===== config.mk =====
export PLATFORM = sky130hd
export DESIGN_NAME = qarma_ctr_engine
export DESIGN_NICKNAME = d
export VERILOG_FILES = /design/src/rtl/qarma_ctr_engine.sv
export SDC_FILE = /design/constraint.sdc
export NUM_CORES = 1
export LEC_CHECK = 0
export CORE_AREA = 2 2 223 225
export DETAILED_ROUTE_END_ITERATION = 12
export DIE_AREA = 0 0 225 227
export PLACE_DENSITY = 0.77
export SETUP_SLACK_MARGIN = 0.4
export SYNTH_ARGS = -nofsm -noshare
export SYNTH_HDL_FRONTEND = slang
export SYNTH_SLANG_ARGS = --single-unit
export TNS_END_PERCENT = 5

===== constraint.sdc =====
create_clock -name wb_clk_i -period 9.18 [get_ports wb_clk_i]
set_input_delay 0.918 -clock wb_clk_i [delete_from_list [all_inputs] [get_ports wb_clk_i]]
set_output_delay 0.918 -clock wb_clk_i [all_outputs]
set_load 0.005 [all_outputs]

===== src/rtl/qarma_ctr_engine.sv =====
// Counter-mode sequencer for the Qarma64 core with a first-word-fall-through keystream FIFO.
// Define QARMA_CTR_TIMEOUT_EN to add a RUN watchdog that drives the sticky error_o flag.
module qarma_ctr_engine #(
    parameter int unsigned FIFO_DEPTH     = 4,
    parameter int unsigned TIMEOUT_CYCLES = 1024
) (
    input  logic        wb_clk_i,
    input  logic        wb_rst_i,
    input  logic        start_i,
    input  logic        abort_i,
    input  logic [63:0] ctr_init_i,
    input  logic [63:0] tweak_i,
    input  logic [15:0] nblocks_i,
    output logic        core_nrst_o,
    output logic [63:0] core_in_o,
    output logic [63:0] core_tweak_o,
    input  logic [63:0] core_out_i,
    input  logic        core_rdy_i,
    output logic [63:0] ks_data_o,
    output logic        ks_valid_o,
    input  logic        ks_ready_i,
    output logic        busy_o,
    output logic        done_o,
    output logic [15:0] remaining_o,
    output logic        error_o
);
    localparam int unsigned AW = $clog2(FIFO_DEPTH);
    localparam logic [AW:0] DEPTH_L = (AW + 1)'(FIFO_DEPTH);

    if (FIFO_DEPTH < 2 || FIFO_DEPTH > 16 || (FIFO_DEPTH & (FIFO_DEPTH - 1)) != 0 ||
        TIMEOUT_CYCLES < 1) begin : g_bad_params
        $error("qarma_ctr_engine: illegal FIFO_DEPTH or TIMEOUT_CYCLES");
    end

    typedef enum logic [1:0] {IDLE, CHECK, LOAD, RUN} state_t;

    state_t        state, state_next;
    logic [63:0]   ctr, tweak;
    logic [15:0]   remaining;
    logic          done;
    logic          accept, push, pop, timeout;
    logic [63:0]   mem [FIFO_DEPTH];
    logic [AW-1:0] rd_ptr, wr_ptr;
    logic [AW:0]   count;

    assign accept = (state == IDLE) && start_i && !abort_i;
    assign pop    = (count != '0) && ks_ready_i && !abort_i;
    assign push   = (state == RUN) && core_rdy_i && !abort_i && ((count != DEPTH_L) || pop);

    always_comb begin
        state_next = state;
        if (abort_i) begin
            state_next = IDLE;
        end else begin
            case (state)
                IDLE:    if (start_i && nblocks_i != '0) state_next = CHECK;
                CHECK: begin
                    if (remaining == '0)        state_next = IDLE;
                    else if (count < DEPTH_L)   state_next = LOAD;
                end
                LOAD:    state_next = RUN;
                RUN: begin
                    if (core_rdy_i)             state_next = CHECK;
                    else if (timeout)           state_next = IDLE;
                end
                default: state_next = IDLE;
            endcase
        end
    end

    always_ff @(posedge wb_clk_i or posedge wb_rst_i) begin
        if (wb_rst_i) begin
            state        <= IDLE;
            ctr          <= '0;
            tweak        <= '0;
            remaining    <= '0;
            done         <= 1'b0;
            core_in_o    <= '0;
            core_tweak_o <= '0;
        end else begin
            state <= state_next;
            done  <= 1'b0;
            if (abort_i) begin
                remaining <= '0;
            end else begin
                if (accept) begin
                    ctr       <= ctr_init_i;
                    tweak     <= tweak_i;
                    remaining <= nblocks_i;
                    done      <= (nblocks_i == '0);
                end
                if (state == CHECK && remaining == '0) done <= 1'b1;
                // Core inputs are captured on entry to LOAD and stay frozen through RUN.
                if (state_next == LOAD) begin
                    core_in_o    <= ctr;
                    core_tweak_o <= tweak;
                end
                if (push) begin
                    ctr       <= ctr + 64'd1;
                    remaining <= remaining - 16'd1;
                end
            end
        end
    end

    always_ff @(posedge wb_clk_i) begin
        if (push) mem[wr_ptr] <= core_out_i;
    end

    always_ff @(posedge wb_clk_i or posedge wb_rst_i) begin
        if (wb_rst_i) begin
            rd_ptr <= '0;
            wr_ptr <= '0;
            count  <= '0;
        end else if (abort_i) begin
            rd_ptr <= '0;
            wr_ptr <= '0;
            count  <= '0;
        end else begin
            if (push) wr_ptr <= wr_ptr + AW'(1);
            if (pop)  rd_ptr <= rd_ptr + AW'(1);
            case ({push, pop})
                2'b10:   count <= count + (AW + 1)'(1);
                2'b01:   count <= count - (AW + 1)'(1);
                default: count <= count;
            endcase
        end
    end

`ifdef QARMA_CTR_TIMEOUT_EN
    localparam int unsigned TW = $clog2(TIMEOUT_CYCLES) + 1;
    logic [TW-1:0] run_cycles;
    logic          error;

    assign timeout = (state == RUN) && !core_rdy_i && (run_cycles == TW'(TIMEOUT_CYCLES - 1));

    always_ff @(posedge wb_clk_i or posedge wb_rst_i) begin
        if (wb_rst_i) begin
            run_cycles <= '0;
            error      <= 1'b0;
        end else begin
            if (state == LOAD)      run_cycles <= '0;
            else if (state == RUN)  run_cycles <= run_cycles + TW'(1);
            if (accept)                     error <= 1'b0;
            else if (timeout && !abort_i)   error <= 1'b1;
        end
    end

    assign error_o = error;
`else
    assign timeout = 1'b0;
    assign error_o = 1'b0;
`endif

    assign core_nrst_o = (state == RUN);
    assign ks_valid_o  = (count != '0);
    assign ks_data_o   = ks_valid_o ? mem[rd_ptr] : '0;
    assign busy_o      = (state != IDLE);
    assign done_o      = done;
    assign remaining_o = remaining;
endmodule


==> results.md <==
- Mapped cell area: 23200 µm²
- H-tree depth: 2
- Cell variety after synth: 85
- Synth area leader: edfxtp_1
- Part of the Yosys area used for sequential elements: 63.7%
- Place WS: 4.94 ns
- Top_reg_cell synth: dfrtp_1
- Clock-pin slew of the registers on the worst-case setup and hold paths: 0.06 ns
- Max Slew Vio Count: 0
- Startpoint types: register
- Final instance area: 29700 µm²
- Total of max-cap violations: 0
- Slew @ Worst Pin: 1.28 ns
- DP HPWL: 38900 µm
- Width of the die: 225 µm
- Routed wire per std cell: 21.9 µm
- Leak Pwr: 11.3 nW
- Root Driver: clkbuf_16
- Commonest non-fill, non-tap cell in the layout: clkdlybuf4s50_1
- First-pass GRT wire length: 91900 µm
- RSZ-0062 raised after global routing: false
- Crit-path slowest cell: dfrtp_4
- CTS resizes: 0
- Crit. End Element: primary output
- Initial detailed-routing violation count: 1352
- Post-synthesis async set-or-reset flop share: 52.4%
- Area share of the largest cell type after synthesis: 33.2%
- Post-synth EDFFs: 256
- Final Hold Fails: 0
- Most frequent cells in the layout: 425 x clkdlybuf4s50_1, 294 x nand2_1, 280 x dfrtp_1
- Remaining DRCs: 0
- Worst Path Arrival: 3.42 ns
- GP Congestion: 0.897
- Yosys warning count: 0
- Num rows: 81
- Synth Instances: 1665
- Mean number of vias per cell: 5.71
- Setup TNS: 0 ns
- CP Data Required Time: 8.26 ns
- Max Clk Rate: 0.231 GHz
- I/O pins: 427
- Post-cts hold buffer count: 0
- Gr usage total: 23.2%
- Antenna viol nets, final: 0
- Clk_lat worst skew: 0.60 ns
- Die Ht: 227 µm
- Number of synthesized register bits: 538
- Grt ovf: 0
- Vias in the first global route: 15874
- Power Density: 243 nW/µm²
- Total power: 7.20 mW
- # setup viols final: 0
- Setup CP Type: register to primary output
- Mean post-synth cell area: 13.9 µm²
- CTS buffer count: 54
- Largest net degree at the start of global routing: 156
- Fill cells: 3629
- Crit-path cells: buf_4 -> mux4_2 -> and2_1 -> clkdlybuf4s50_1
- PnR worst setup slack: 4.84 ns
- Clock Skews: 0.0199 ns
- Drt total wl: 59900 µm
- Crit-path max cell delay: 0.90 ns
- Fin crit period: 4.34 ns
- Max transition margin: 14.1%
- Die ar.: 51100 µm²
- Initial Util: 47.7%
- CTS tree: yes
- Synth top area cells: edfxtp_1 33%, dfrtp_1 30%, mux2_4 6.5%
- Syn nets: 1886
- Period utilisation layout: 47.2%
- Placed inst area: 27800 µm²
- IR drop worst, VDD: 0.185 mV
- Pre-Repair DR Iteration Count: 5
- Nets@finish: 2285
- Fraction of layout cells with a size suffix above 1: 14.9%
- Clock buffer depth: 3
- Crit Path Max Fanout: 36
- Setup bufs post-CTS: 0
- Area Overhead vs Synth: 28.1%
- HP Class: register to register
- Total vias in the final route: 15641
- Initial antenna violation count: 11
- Core Box Area: 48500 µm²
- Status: finished, final reports clean
- PortBufs: 425
- Clk sink count: 538
## metrics by stage
step / utilization (%) / std cells / hold WS (ns)
CTS: 61.1 / 2729 / 0.476
global route: 61.1 / 2735 / 0.492
detailed placement: 57.3 / 2630 / 0.461
finish: 61.1 / 2738 / 0.473
floorplan: - / 1665 / 0.440
global placement: 57.3 / 2630 / 0.452
## area by class of cell
class / instances / area (µm²) / area share [%]
Sequential cell: 538 / 14700 / 49.7
Multi-Input combinational cell: 1018 / 7860 / 26.5
Timing Repair Buffer: 440 / 4390 / 14.8
Clock buffer: 82 / 1640 / 5.53
Tap cell: 622 / 778 / 2.62
Clock inverter: 17 / 171 / 0.578
Inverter: 12 / 52.6 / 0.177
Antenna cell: 9 / 22.5 / 0.0759
## report_power, final
part	leakage [nW]	total, mW	switching [mW]	internal, mW
clock network	0.894	2.22	0.911	1.31
logic	4.68	1.62	0.568	1.06
registers	5.77	3.36	0.389	2.97
total	11.3	7.20	1.87	5.34
## state kept, by name, summed over array words and instances (netlist names)
signal	count
wr_ptr	2
core_in_o	64
mem	256
ctr	64
core_tweak_o	64
count	3
state	2
rd_ptr	2
done_o	1
remaining_o	16
tweak	64
## per-layer routing
metal	track usage, %	share of wire (%)	up-vias
met5	0	0.097	-
li1	-	-	7021
met3	5.46	7.3	138
met4	9.76	4.0	8
met1	30.6	40	7831
met2	37.4	48	643
## worst paths after layout
kind | depth (start not counted) | startpoint | endpoint | slack, ns
worst max-delay path | 4 | rd_ptr[0] | ks_data_o[13] | 4.84
worst min-delay path | 2 | tweak[54] | tweak[54] | 0.47
max in group asynchronous | 3 | wb_rst_i | rd_ptr[0] | 6.78
worst max register to register | 8 | remaining_o[0] | core_tweak_o[22] | 5.80
min in group asynchronous | 2 | wb_rst_i | core_tweak_o[22] | 0.92
worst min register to register | 2 | tweak[54] | tweak[54] | 0.47
## worst max-delay path: cells and delay by family, from the launching register on
kind | cells | cell delay (ns)
muxes | 1 | 0.58
DFF | 1 | 0.90
buffers and inverters | 2 | 1.15
and+or+nand+nor | 1 | 0.17
## cell families after synthesis
group | Yosys count | share of synthesized area (%)
adder cells (fa/ha/maj) | 7 | 0.411
multiplexers | 202 | 14.5
AO/OA/AOI/OAI | 157 | 5.08
XOR/XNOR | 3 | 0.113
AND/OR/NAND/NOR | 648 | 13.7
other | 1 | 0.0162
buffers and inverters | 109 | 2.53
flip-flops | 538 | 63.7
## cell usage after synthesis, types with 7 or more instances
library cell and number:
o21ai_0 21, and3_1 16, mux2_1 14, clkbuf_1 54, or3_1 14, mux2_2 15, nor2_1 55, mux2_4 100
and2_1 72, buf_6 13, mux4_2 64, nor4_1 28, nand3_1 57, buf_1 12, a21oi_1 21, o22ai_1 7
inv_1 12, buf_2 8, nand2_1 294, nor3_1 32, a221o_1 9, dfrtp_1 282, or4_1 17, o311ai_0 13
nand4_1 31, mux2i_1 9, edfxtp_1 256, o211ai_1 23
(Power assumes the default switching activity.)
